===== src/rtl/fetch_sequencer.sv =====
// -----------------------------------------------------------------------------
// fetch_sequencer
//
// Sequences the PC / instruction-fetch path of the five-stage RISC-V core. It
// owns the fetch address and presents it to instruction memory through a
// req/ready handshake. Each cycle it chooses between three actions, in this
// priority order:
//   1. an EX-stage redirect,
//   2. a hazard-unit stall,
//   3. a sequential advance on imem_ready.
// It also produces the IF/ID valid bit and the pipeline flush strobes.
// A misaligned redirect or a memory timeout halts the sequencer with a sticky
// error code. Only reset leaves the halted state.
//
// Every output is driven straight from a flop.
//
// Ports
//   clock        in   system clock; all state updates on the rising edge
//   reset        in   synchronous, active-high; dominates every other input
//   stall        in   hazard-unit hold (load-use); freezes fetch
//   redirect     in   one-cycle strobe for a taken branch/jump resolved in EX
//   redirect_pc  in   [31:0] redirect target, valid while redirect=1
//   imem_ready   in   memory accepts imem_addr and returns its data this cycle
//   imem_req     out  fetch request valid
//   imem_addr    out  [31:0] current fetch address
//   pc           out  [31:0] PC of the instruction entering IF/ID
//   if_valid     out  IF/ID holds a valid fetched instruction
//   flush_ifid   out  one-cycle IF/ID squash
//   flush_idex   out  one-cycle ID/EX squash (always equal to flush_ifid)
//   err          out  [1:0] sticky error: 00 none, 01 misaligned redirect,
//                     10 fetch timeout
// -----------------------------------------------------------------------------
module fetch_sequencer #(
  parameter logic [31:0] RESET_PC    = 32'h0100_0000,
  parameter int unsigned BOOT_CYCLES = 2,   // 1..15
  parameter int unsigned TIMEOUT     = 16   // 2..255
) (
  input  logic        clock,
  input  logic        reset,
  input  logic        stall,
  input  logic        redirect,
  input  logic [31:0] redirect_pc,
  input  logic        imem_ready,
  output logic        imem_req,
  output logic [31:0] imem_addr,
  output logic [31:0] pc,
  output logic        if_valid,
  output logic        flush_ifid,
  output logic        flush_idex,
  output logic [1:0]  err
);

  typedef enum logic [1:0] {
    ST_BOOT = 2'd0,
    ST_RUN  = 2'd1,
    ST_WAIT = 2'd2,
    ST_HALT = 2'd3
  } state_e;

  typedef enum logic [1:0] {
    ERR_NONE     = 2'b00,
    ERR_MISALIGN = 2'b01,
    ERR_TIMEOUT  = 2'b10
  } err_e;

  // Terminal counts. Each one is reached on the last cycle of its window, so
  // that cycle's decision already performs the transition.
  localparam logic [3:0] BOOT_LAST    = 4'(BOOT_CYCLES - 1);
  localparam logic [7:0] TIMEOUT_LAST = 8'(TIMEOUT - 1);

  state_e      state_q,     state_d;
  logic [3:0]  boot_cnt_q,  boot_cnt_d;
  logic [7:0]  wait_cnt_q,  wait_cnt_d;
  logic        imem_req_q,  imem_req_d;
  logic [31:0] imem_addr_q, imem_addr_d;
  logic [31:0] pc_q,        pc_d;
  logic        if_valid_q,  if_valid_d;
  logic        flush_q,     flush_d;
  err_e        err_q,       err_d;

  // ---------------------------------------------------------------------------
  // Next-state and output decode
  // ---------------------------------------------------------------------------
  always_comb begin
    // NOTE: every signal gets a default before the case statement. A path that
    // leaves a signal unassigned in combinational logic infers a latch.
    state_d     = state_q;
    boot_cnt_d  = boot_cnt_q;
    wait_cnt_d  = wait_cnt_q;
    imem_req_d  = imem_req_q;
    imem_addr_d = imem_addr_q;
    pc_d        = pc_q;
    if_valid_d  = if_valid_q;
    flush_d     = 1'b0;          // flushes are strobes: high for one cycle only
    err_d       = err_q;

    unique case (state_q)
      ST_BOOT: begin
        // Inputs are ignored while booting.
        imem_req_d = 1'b0;
        if (boot_cnt_q == BOOT_LAST) begin
          state_d     = ST_RUN;
          imem_req_d  = 1'b1;
          imem_addr_d = RESET_PC;
        end else begin
          boot_cnt_d = boot_cnt_q + 4'd1;
        end
      end

      ST_RUN, ST_WAIT: begin
        if (redirect) begin
          // Any data returned alongside a redirect belongs to the squashed
          // path and is dropped.
          if_valid_d = 1'b0;
          flush_d    = 1'b1;
          if (redirect_pc[1:0] == 2'b00) begin
            imem_addr_d = redirect_pc;
            wait_cnt_d  = '0;
            state_d     = ST_RUN;
          end else begin
            err_d      = ERR_MISALIGN;
            imem_req_d = 1'b0;
            state_d    = ST_HALT;
          end
        end else if (stall) begin
          // Hold everything, the wait count included. A ready seen this cycle
          // is ignored, so the same address is fetched again after the stall.
        end else if (imem_ready) begin
          pc_d        = imem_addr_q;
          if_valid_d  = 1'b1;
          imem_addr_d = imem_addr_q + 32'd4;   // wraps modulo 2^32
          wait_cnt_d  = '0;
          state_d     = ST_RUN;
        end else begin
          if_valid_d = 1'b0;
          if (wait_cnt_q == TIMEOUT_LAST) begin
            err_d      = ERR_TIMEOUT;
            imem_req_d = 1'b0;
            state_d    = ST_HALT;
          end else begin
            wait_cnt_d = wait_cnt_q + 8'd1;
            state_d    = ST_WAIT;
          end
        end
      end

      ST_HALT: begin
        // Frozen until reset. err, pc and imem_addr keep their defaults.
        imem_req_d = 1'b0;
        if_valid_d = 1'b0;
      end

      default: state_d = ST_BOOT;
    endcase
  end

  // ---------------------------------------------------------------------------
  // State registers (synchronous reset)
  // ---------------------------------------------------------------------------
  always_ff @(posedge clock) begin
    // NOTE: sequential state uses non-blocking assignments. Every flop then
    // samples pre-edge values, whatever order these statements are in.
    if (reset) begin
      state_q     <= ST_BOOT;
      boot_cnt_q  <= '0;
      wait_cnt_q  <= '0;
      imem_req_q  <= 1'b0;
      imem_addr_q <= RESET_PC;
      pc_q        <= RESET_PC;
      if_valid_q  <= 1'b0;
      flush_q     <= 1'b0;
      err_q       <= ERR_NONE;
    end else begin
      state_q     <= state_d;
      boot_cnt_q  <= boot_cnt_d;
      wait_cnt_q  <= wait_cnt_d;
      imem_req_q  <= imem_req_d;
      imem_addr_q <= imem_addr_d;
      pc_q        <= pc_d;
      if_valid_q  <= if_valid_d;
      flush_q     <= flush_d;
      err_q       <= err_d;
    end
  end

  assign imem_req   = imem_req_q;
  assign imem_addr  = imem_addr_q;
  assign pc         = pc_q;
  assign if_valid   = if_valid_q;
  // One flop drives both squashes, so they can never disagree.
  assign flush_ifid = flush_q;
  assign flush_idex = flush_q;
  assign err        = err_q;

endmodule


===== config.mk =====
export PLATFORM = sky130hd
export DESIGN_NAME = fetch_sequencer
export DESIGN_NICKNAME = d
export VERILOG_FILES = /design/src/rtl/fetch_sequencer.sv
export SDC_FILE = /design/constraint.sdc
export NUM_CORES = 1
export LEC_CHECK = 0
export CAP_MARGIN = 20
export CORE_ASPECT_RATIO = 0.6
export CORE_MARGIN = 4
export CORE_UTILIZATION = 49
export DETAILED_ROUTE_END_ITERATION = 10
export HOLD_SLACK_MARGIN = 0.12
export PLACE_DENSITY_LB_ADDON = 0.3
export SLEW_MARGIN = 5
export SYNTH_ARGS = -nofsm -noshare
export SYNTH_HDL_FRONTEND = slang
export SYNTH_SLANG_ARGS = --single-unit

===== constraint.sdc =====
create_clock -name clock -period 2.5 [get_ports clock]
set_input_delay 0.5 -clock clock [delete_from_list [all_inputs] [get_ports clock]]
set_output_delay 0.5 -clock clock [all_outputs]
set_load 0.005 [all_outputs]

Word-level counts from Yosys, hierarchy flattened
Index checks and enable logic that the tools add are counted.
{"block": "word_totals", "register_bits": 83, "inputBits": 37, "output_inout_bits": 70, "word_cells": 83}
{"block": "op_classes", "n_addsub": 3, "n_eq_ne": 17, "mux": 35, "bitwise": 4, "reduce_logical": 15}
{"operator": "two-way mux 32 bit", "count": 5}
{"operator": "one-hot mux 32 bit (2 select lines)", "count": 1}
{"operator": "two-way mux 8 bit", "count": 5}
{"operator": "adder 32 x 3 -> 32 bit (second input constant)", "count": 1}
{"operator": "!= test 3 bit (second input constant)", "count": 7}
{"operator": "two-way mux 2 bit", "count": 10}
{"operator": "AND reduction 4 bit", "count": 3}
{"operator": "two-way mux 1 bit", "count": 11}
{"operator": "AND reduction 5 bit", "count": 2}
{"operator": "adder 8 x 1 -> 8 bit (second input constant)", "count": 1}
{"operator": "equality test 8 x 4 -> 1 bit (second input constant)", "count": 1}
{"operator": "!= test 2 bit (second input constant)", "count": 3}
{"operator": "nonzero test 2 bit", "count": 3}
{"operator": "adder 4 x 1 -> 4 bit (second input constant)", "count": 1}
{"operator": "equality test 2 bit (second input constant)", "count": 2}
{"operator": "equality test 4 x 1 -> 1 bit (second input constant)", "count": 1}
{"operator": "zero test 2 bit", "count": 2}
{"operator": "!= test 2 x 1 -> 1 bit (second input constant)", "count": 2}
{"operator": "NOT 1 bit", "count": 4}
{"operator": "one-hot mux 2 bit (2 select lines)", "count": 1}
{"operator": "AND reduction 2 bit", "count": 2}
{"operator": "OR reduction 2 bit", "count": 2}
{"operator": "one-hot mux 1 bit (3 select lines)", "count": 1}
{"operator": "AND reduction 3 bit", "count": 1}
{"operator": "other kinds (2)", "count": 2}

Logic depth before layout (Yosys ltp)
Gate-level depths: netlist of the first run.
{"block": "logic_depth", "ltp_word": 6, "mapped_depth": 10, "depth_no_buf": 7}

Least setup slack after synthesis of the first run
Ideal clock, no wire load.
{"block": "synth_path", "path_kind": "reg-to-reg", "start": "register boot_cnt_q[0]", "end": "register imem_addr_q[31], in the netlist imem_addr[31]", "setup_time_ps": 63, "arrival_time_ps": 1949, "required_ps": 2437, "setup_slack_ps": 488, "stages_incl_launch_ff": 8, "path_buffers": 1, "synth_period_minus_slack_ps": 2012, "cell_sequence": "dfxtp_1 -> ha_1 -> or3b_4 -> a211oi_4 -> buf_6 -> nand3_4 -> or4_1 -> nand3_1"}
{"block": "synth_between", "elab_chain_cells": 3}
{"element": "start: declaration", "line": "72", "rtl": "logic [3:0] boot_cnt_q, boot_cnt_d;"}
{"element": "start signal: assignment", "line": "175", "rtl": "boot_cnt_q <= boot_cnt_d;"}
{"element": "equality test 4 x 1 -> 1 bit", "line": "101", "rtl": "if (boot_cnt_q == BOOT_LAST) begin"}
{"element": "!= test 2 bit (no line)"}
{"element": "AND reduction 5 bit (no line)"}
{"element": "end signal: assignment", "line": "178", "rtl": "imem_addr_q <= imem_addr_d;"}
{"element": "end: declaration", "line": "75", "rtl": "logic [31:0] imem_addr_q, imem_addr_d;"}
No other way between the ends.
A chain may end at the register's enable or synchronous reset.

Worst setup path after layout of the first run
{"block": "layout_path", "start": "register imem_addr_q[2], in the netlist imem_addr[2]", "end": "register imem_addr_q[24], in the netlist imem_addr[24]"}
{"block": "layout_between", "elab_chain_cells": 5}
{"element": "adder 32 x 3 -> 32 bit", "line": "131", "rtl": "imem_addr_d = imem_addr_q + 32'd4;"}
{"element": "two-way mux 32 bit", "line": "128", "rtl": "end else if (imem_ready) begin"}
{"element": "two-way mux 32 bit", "line": "125", "rtl": "end else if (stall) begin"}
{"element": "two-way mux 32 bit", "line": "111", "rtl": "if (redirect) begin"}
{"element": "one-hot mux 32 bit (2 select lines)", "line": "97", "rtl": "unique case (state_q)"}
No other way between the ends. The select of a mux whose other input is x is not followed.

==> metrics.csv, run 1 <==
metric,value,unit
status,"complete, no violations",
clock.fmax,0.434,GHz
clkTransAtPathRegs,0.06,ns
pre_cts_slack,0.0890,ns
fin_util,69.9,%
cap_violations,0,
maxSlewHeadroom,53.8,%
leakagePower,1.96,nW
dp.cells,703,
synthToLayoutAreaGrowth,38.1,%
die_area,0.00970,sq mm
synth_ff_type,dfxtp_1,
num-fill-cells,617,
nNetsFinal,649,
post_cts_buffers,0,
critPathKind,reg -> reg,
dieWidth,124,um
finalInstanceArea,0.00551,sq mm
rows,25,
io_buffer_count,106,
pwr_density_cell,803,mW/mm^2
postRouteAntennaNets,0,
syn_inst,499,
whs,0.454,ns
gp_congestion,0.910,
grt_pass1_wl,20200,um
htree_levels,3,
cp.arrival,2.54,ns
period_share,92.1,%
grt_pass1_vias,3881,
finalPower,4.43,mW
avgSynthCellArea,8.00,sq um
drt_wl_total,12300,um
diodes,0,
drt-pass1-iter-count,5,
clk_latency,0.33,ns
synth.yosys.seq_area_share,41.6,%
final_cells,719,
synth_edf_count,0,
num_vias,4133,
async_flop_share,0,%
placed_area,0.00522,sq mm
setup.worst_path.end_class,flip-flop,
setup-violations-final,0,
drive_gt1_share,8.02,%
fin_crit,2.30,ns
rsz0062_at_grt,false,
ios,107,
maxSlewViolCount,0,
syn_area,0.00399,sq mm
setup_tns,0,ns
start_util,50.6,%
skew,0.00493,ns
ys_types,51,
worst_ep_required_time,2.73,ns
layout_setup_ws,0.198,ns
critPathMaxFanout,7,
drtIter0Drc,465,
via_per_inst,5.75,
gr-total-overflow,0,
start_kind,flip-flop,
synth-seq-cells,83,
cts_tree,yes,
wire_per_inst,17.2,um
ctsRootBufferMaster,clkbuf_16,
grt_usage,25.7,%
post_cts_resized,0,
ir_drop,0.000427,V
coreArea,0.00788,sq mm
clockBufferDepth,2,
grt_max_degree,55,
finalHoldViolCount,0,
rrSetupSlack,0.20,ns
die_h,77.9,um
tightestPinTransition,0.692,ns
yosys_warnings,0,
synth_nets,542,
cts_made_buffers,9,
hp-class,reg -> reg,
cts_sinks,83,
dpl.hpwl,8900,um
route.detailed.drc,0,
antenna_found_initial,0,
ctsHoldBuffers,0,
## final timing paths
| check | start | endpoint | cells past startpoint |
|---|---|---|---|
| setup / recovery | imem_addr[2]$_SDFFE_PP0P_ | imem_addr[24]$_SDFFE_PP1P_ | 7 |
| hold / removal | pc[1]$_SDFFE_PP0P_ | pc[1]$_SDFFE_PP0P_ | 2 |
| setup reg to reg | imem_addr[2]$_SDFFE_PP0P_ | imem_addr[24]$_SDFFE_PP1P_ | 7 |
| hold reg to reg | pc[1]$_SDFFE_PP0P_ | pc[1]$_SDFFE_PP0P_ | 2 |
## report_power, final
part           switching (mW)  internal (mW)
clock                   0.518          0.800
sequential              0.159           1.45
combinational           0.823          0.681
total                    1.50           2.93
## layout make-up
cell class / instances / area (sq um) / area share (%)
multi-input combinational: 376 / 2160 / 39.2
sequential: 83 / 1660 / 30.1
timing repair buffer: 128 / 1230 / 22.3
clock buffer: 12 / 246 / 4.47
tap: 108 / 135 / 2.45
clock inverter: 4 / 50.0 / 0.908
inverter: 8 / 30.0 / 0.545
## flip-flops by register name (all words and copies together), names as in the netlist
signal	cells
imem_addr	32
boot_cnt_q	4
pc	32
state_q	2
wait_cnt_q	8
imem_req	1
err	2
flush_idex	1
if_valid	1
## logic make-up (layout without fill, tap and decap cells)
family / Yosys count / count (layout) / synth area share, %
mux: 3 / 3 / 0.753
flops: 83 / 83 / 41.6
fa+ha+maj: 6 / 6 / 1.88
simple gates: 225 / 225 / 27.3
xor+xnor: 14 / 14 / 3.07
compound gates: 128 / 128 / 21.1
buf+inv: 40 / 152 / 4.30
## metal layers
| layer | vias to the layer above | track usage, % | wire length [um] |
|---|---|---|---|
| met2 | 192 | 37.8 | 5180 |
| li1 | 1998 | - | - |
| met3 | 20 | 8.67 | 1120 |
| met4 | 0 | 6.78 | 161 |
| met5 | - | 0 | 0 |
| met1 | 1923 | 36.1 | 5890 |
## synthesized netlist by cell type, types with 9 or more instances
cell type | n | share of area, %
and2_1 | 10 | 1.6
xor2_1 | 10 | 2.2
clkbuf_1 | 19 | 1.8
nor2_1 | 43 | 4.0
nand3_1 | 12 | 1.5
nand2_1 | 95 | 8.9
a22o_1 | 16 | 3.5
a21oi_1 | 39 | 4.9
nor3_1 | 9 | 1.1
o21ai_0 | 33 | 4.1
o2bb2ai_1 | 12 | 2.6
nand4_1 | 16 | 2.5
dfxtp_1 | 83 | 42
## worst max-delay path, stage by stage (launching register included)
cell and delay [ns]:
dfxtp_1 0.46, ha_1 0.30, nand4_1 0.27, nor4_1 0.37, buf_4 0.21, and2_1 0.19, a311oi_1 0.12, a211oi_1 0.28
## cells in the final DEF, fill, tap and decap left out, types with 7 or more instances in the layout
cell type / synthesis / layout
a21oi_1: 39 / 39
a22o_1: 16 / 16
a22oi_1: 8 / 8
and2_1: 10 / 10
and3_1: 8 / 8
and4_1: 8 / 8
buf_4: 1 / 21
clkbuf_16: 0 / 9
clkdlybuf4s50_1: 0 / 104
dfxtp_1: 83 / 83
inv_1: 7 / 7
nand2_1: 95 / 95
nand3_1: 12 / 12
nand4_1: 16 / 16
nor2_1: 43 / 42
nor3_1: 9 / 9
nor4_1: 8 / 8
o21ai_0: 33 / 33
o2bb2ai_1: 12 / 12
xor2_1: 10 / 10
(Power assumes the default switching activity.)
==> run 2: changes to the inputs <==
CORE_UTILIZATION = 50   (was 49)
DONT_BUFFER_PORTS = 1   (was default)
==> metrics.csv, run 2 (synthesis results as in run 1) <==
metric,value,unit,change
route.detailed.drc,0,,unchanged
ios,107,,unchanged
ctsRootBufferMaster,clkbuf_16,,
grt_max_degree,66,,+20%
drive_gt1_share,8.02,%,about the same
regArea,0.00166,sq mm,unchanged
num-fill-cells,724,,+17%
cap_violations,0,,unchanged
post_cts_buffers,0,,unchanged
maxSlewViolCount,0,,unchanged
die_area,0.00952,sq mm,-1.8%
worstPathCellList,ha_1 > or3b_4 > a211oi_4 > a21oi_2 > a31o_2 > a22o_1,,
max_stage_delay,0.45,ns,about the same
drt-pass1-iter-count,7,,+2
finalInstanceArea,0.00439,sq mm,-20%
clk_latency,0.33,ns,about the same
start_kind,flip-flop,,
cts_tree,yes,,
highest_layer,met4,,
via_per_inst,6.25,,+8.7%
rsz0062_at_grt,false,,
layout_commonest_cell,nand2_1,,
htree_levels,3,,unchanged
drtIter0Drc,432,,-7.1%
setup-violations-final,0,,unchanged
multi_input_area,0.00216,sq mm,unchanged
io_buffer_count,0,,-100%
drt_wl_total,11500,um,-6.6%
placed_area,0.00411,sq mm,-21%
nNetsFinal,537,,-17%
coreArea,0.00751,sq mm,-4.8%
antenna_found_initial,0,,unchanged
rows,24,,-4.0%
ir_drop,0.000398,V,-7.0%
start_util,53.2,%,+2.5 points
dp.cells,587,,-17%
status,"complete, no violations",,
worst_ep_required_time,2.73,ns,about the same
cts_sinks,83,,unchanged
critPathSlowestCell,a211oi_4,,
grt_pass1_wl,18800,um,-6.9%
period_share,89.4,%,-2.6 points
leakagePower,1.54,nW,-21%
postRouteAntennaNets,0,,unchanged
mostFrequentLayoutCells,"nand2_1, dfxtp_1, nor2_1",,
dpl.hpwl,8150,um,-8.4%
gp_congestion,0.902,,-0.91%
dr_wl_met2,4740,um,-8.5%
critPathKind,reg -> reg,,
maxSlewHeadroom,51.9,%,-2.0 points
cts_made_buffers,9,,unchanged
clock.fmax,0.447,GHz,+3.0%
synthToLayoutAreaGrowth,9.97,%,
drt-met1-wl,5100,um,-13%
tightestPinTransition,0.722,ns,+0.0296 ns
grt_pass1_vias,3639,,-6.2%
gr-total-overflow,0,,unchanged
wire_per_inst,19.1,um,+11%
rrSetupSlack,0.26,ns,+0.07 ns
dieWidth,123,um,-0.94%
clockBufferDepth,2,,unchanged
setup_tns,0,ns,unchanged
hp-class,in -> reg,,
post_cts_resized,0,,unchanged
ctsHoldBuffers,0,,unchanged
pwr_density_cell,921,mW/mm^2,+15%
critPathMaxFanout,10,,+3
skew,0.00513,ns,+0.000192 ns
die_h,77.2,um,-0.91%
met3_length,1490,um,+34%
setup.worst_path.end_class,flip-flop,,
fin_util,58.5,%,-11 points
clkTransAtPathRegs,0.06,ns,about the same
diodes,0,,unchanged
finalHoldViolCount,0,,unchanged
num_vias,3767,,-8.9%
grt_usage,24.9,%,-0.87 points
final_cells,603,,-16%
cp.arrival,2.46,ns,-0.08 ns
fin_crit,2.24,ns,-0.0662 ns
[run 2: power by group]
group          leakage, nW  switching (mW)  internal, mW  total [mW]
clock                0.137           0.498         0.725        1.22
combinational        0.735           0.739         0.466        1.21
sequential           0.671           0.167          1.45        1.61
[run 2: stage by stage]
stage                     power [mW]  setup slack, ns  hold WS, ns
after floorplan                 2.52            0.488        0.453
after global placement          2.77            0.375        0.458
after detailed placement        2.83            0.285        0.463
after CTS                       4.05            0.268        0.221
after global routing            4.31            0.138        0.215
final                           4.04            0.265        0.232
[run 2: final timing paths]
path / start / depth (start not counted) / endpoint
max reg2reg: boot_cnt_q[0]$_SDFFE_PP0P_ / 6 / imem_addr[25]$_SDFFE_PP0P_
min: reset / 1 / flush_idex$_SDFF_PP0_
max: boot_cnt_q[0]$_SDFFE_PP0P_ / 6 / imem_addr[25]$_SDFFE_PP0P_
min reg2reg: pc[23]$_SDFFE_PP0P_ / 2 / pc[23]$_SDFFE_PP0P_
[run 2: cell type report]
cell class              count  share of cell area (%)
clock buffers              14                    6.02
clock inverters             2                   0.228
inverters                   8                   0.684
multi-input cells         376                    49.2
flip-flops and latches     83                    37.9
well taps                 104                    2.97
repair buffers             16                    3.02
[run 2: critical path: cells and delay by family, from the launching register on]
kind,cells,cell delay (ns)
adder cells (fa/ha/maj),1,0.16
AO/OA/AOI/OAI,4,1.16
flip-flops,1,0.40
AND/OR/NAND/NOR,1,0.40
[run 2: routing by layer]
| metal | track usage, % | up-vias |
|---|---|---|
| met5 | 0 | - |
| met4 | 7.73 | 0 |
| met1 | 34.3 | 1766 |
| met2 | 34.7 | 211 |
| li1 | - | 1765 |
| met3 | 10.7 | 25 |
==> run 3: changes to the inputs <==
CORE_ASPECT_RATIO = 1.1   (was 0.6)
==> metrics.csv, run 3 (synthesis results as in run 1) <==
metric,value,unit,change
ir_drop,0.000493,V,+24%
status,"complete, no violations",,
ios,107,,unchanged
p_sw,1.36,mW,-3.4%
rsz0062_at_grt,false,,
cts_made_buffers,9,,unchanged
worstPathCellList,ha_1 > or3b_4 > a211oi_4 > and3_1 > a31o_2 > a22o_1,,
postRouteAntennaNets,0,,unchanged
critPathMaxFanout,14,,+4
finalHoldViolCount,0,,unchanged
start_util,52.5,%,-0.63 points
drive_gt1_share,7.68,%,-0.34 points
route.detailed.drc,0,,unchanged
drt_wl_total,10600,um,-8.0%
skew,0.00636,ns,+0.00123 ns
drtIter0Drc,238,,-45%
p_int,2.34,mW,-11%
start_kind,flip-flop,,
num-fill-cells,745,,+2.9%
num_vias,3582,,-4.9%
dieWidth,93.2,um,-24%
ctsRootBufferMaster,clkbuf_8,,
maxSlewHeadroom,58.1,%,+6.2 points
critPathSlowestCell,and3_1,,
grt_max_degree,66,,unchanged
clkTransAtPathRegs,0.08,ns,+0.02 ns
seqPwrFrac,43.8,%,+3.9 points
timing.rr.end,imem_addr[19]$_SDFFE_PP0P_,,
whs,0.207,ns,-0.0246 ns
finalPower,3.70,mW,-8.6%
fin_crit,2.31,ns,+0.0739 ns
critPathKind,reg -> reg,,
rows,33,,+38%
setup.worst_path.end_class,flip-flop,,
antenna_found_initial,0,,unchanged
drt-pass1-iter-count,4,,-3
via_per_inst,5.97,,-4.4%
mostFrequentLayoutCells,"nand2_1, dfxtp_1, nor2_1",,
comb_power_share,30.8,%,+1.0 points
ctsHoldBuffers,0,,unchanged
die_area,0.00947,sq mm,-0.47%
rrSetupSlack,0.19,ns,-0.07 ns
cts_tree,yes,,
maxSlewViolCount,0,,unchanged
setup_tns,0,ns,unchanged
pwr_density_cell,867,mW/mm^2,-5.9%
worst_ep_required_time,2.80,ns,+0.07 ns
grt_pass1_vias,3384,,-7.0%
gr-total-overflow,0,,unchanged
synthToLayoutAreaGrowth,6.84,%,
layout_commonest_cell,nand2_1,,
grt_pass1_wl,17100,um,-8.8%
diodes,0,,unchanged
die_h,102,um,+32%
clk_latency,0.35,ns,+0.02 ns
period_share,92.4,%,+3.0 points
grt_usage,22.7,%,-2.1 points
hold_depth,1,,unchanged
p_sw_share,36.7,%,+2.0 points
clockBufferDepth,2,,unchanged
tightestPinTransition,0.629,ns,-0.0929 ns
nNetsFinal,534,,-0.56%
post_cts_resized,0,,unchanged
max_stage_delay,0.54,ns,+0.09 ns
dpl.hpwl,7610,um,-6.7%
htree_levels,3,,unchanged
post_cts_buffers,0,,unchanged
setup-violations-final,0,,unchanged
wire_per_inst,17.7,um,-7.5%
pwr-share-clk,25.3,%,-5.0 points
leakagePower,1.47,nW,-4.3%
min_from,reset,,
fin_util,56.1,%,-2.3 points
gp_congestion,0.845,,-6.3%
cts_sinks,83,,unchanged
holdPathEnd,err[1]$_SDFFE_PP0P_,,
rr_startpoint,boot_cnt_q[0]$_SDFFE_PP0P_,,
cap_violations,0,,unchanged
hp-class,in -> reg,,
io_buffer_count,0,,unchanged
coreArea,0.00760,sq mm,+1.2%
clock.fmax,0.433,GHz,-3.2%
ff2ff_path_depth,6,,unchanged
cp.arrival,2.61,ns,+0.15 ns
==> run 3: cell types whose count changed in the layout (fill, tap and decap cells not counted) <==
cell	previous run	this run
buf_12	1	0
clkinvlp_4	0	2
bufinv_16	0	1
buf_4	15	13
clkbuf_1	3	1
clkbuf_16	9	0
clkbuf_8	2	9
==> run 3: cell type report <==
type | count | area, sq um | area share [%]
Clock inverter | 5 | 55.1 | 1.29
Clock buffer | 10 | 128 | 2.99
Timing Repair Buffer | 13 | 97.6 | 2.29
Inverter | 8 | 30.0 | 0.704
Tap cell | 105 | 131 | 3.08
Multi-Input combinational cell | 376 | 2160 | 50.7
Sequential cell | 83 | 1660 | 39.0
==> run 3: how the worst max path moves through the flow <==
stage | from | endpoint
4_1_cts | boot_cnt_q[0]$_SDFFE_PP0P_ | imem_addr[19]$_SDFFE_PP0P_
2_1_floorplan | boot_cnt_q[0]$_SDFFE_PP0P_ | imem_addr[31]$_SDFFE_PP0P_
5_1_grt | boot_cnt_q[0]$_SDFFE_PP0P_ | imem_addr[19]$_SDFFE_PP0P_
6_report | boot_cnt_q[0]$_SDFFE_PP0P_ | imem_addr[19]$_SDFFE_PP0P_
3_3_place_gp | boot_cnt_q[0]$_SDFFE_PP0P_ | imem_addr[25]$_SDFFE_PP0P_
3_5_place_dp | boot_cnt_q[0]$_SDFFE_PP0P_ | imem_addr[25]$_SDFFE_PP0P_
==> run 3: metal layers <==
metal  track usage [%]  vias up  share of wire [%]
met1              27.0     1681                 40
met4              8.79        0                2.4
met3              6.91       19                8.7
met5                 0        -                  0
met2              38.6      120                 49
li1                  -     1762                  -
==> run 3: power by group through the flow <==
stage               combinational (mW)  sequential [mW]  clock (mW)
floorplan                        0.931             1.59           0
global placement                  1.09             1.64           0
detailed placement                1.14             1.65           0
CTS                               1.14             1.62       0.947
global route                      1.28             1.64       0.999
finish                            1.14             1.62       0.937
==> run 3: worst max-delay path: cells and delay by family (launching register included) <==
| kind | cells | cell delay [ns] |
|---|---|---|
| AND/OR/NAND/NOR | 2 | 0.94 |
| adder cells (fa/ha/maj) | 1 | 0.17 |
| flip-flops | 1 | 0.40 |
| AO/OA/AOI/OAI | 3 | 0.74 |
==> run 3: per-stage QoR <==
stage                     cell area (sq um)  cells  setup WS (ns)
after floorplan                        3990    499          0.488
after global placement                 4080    585          0.281
after detailed placement               4080    585          0.214
after CTS                              4260    600          0.180
after global routing                   4260    600         0.0191
final                                  4260    600          0.191
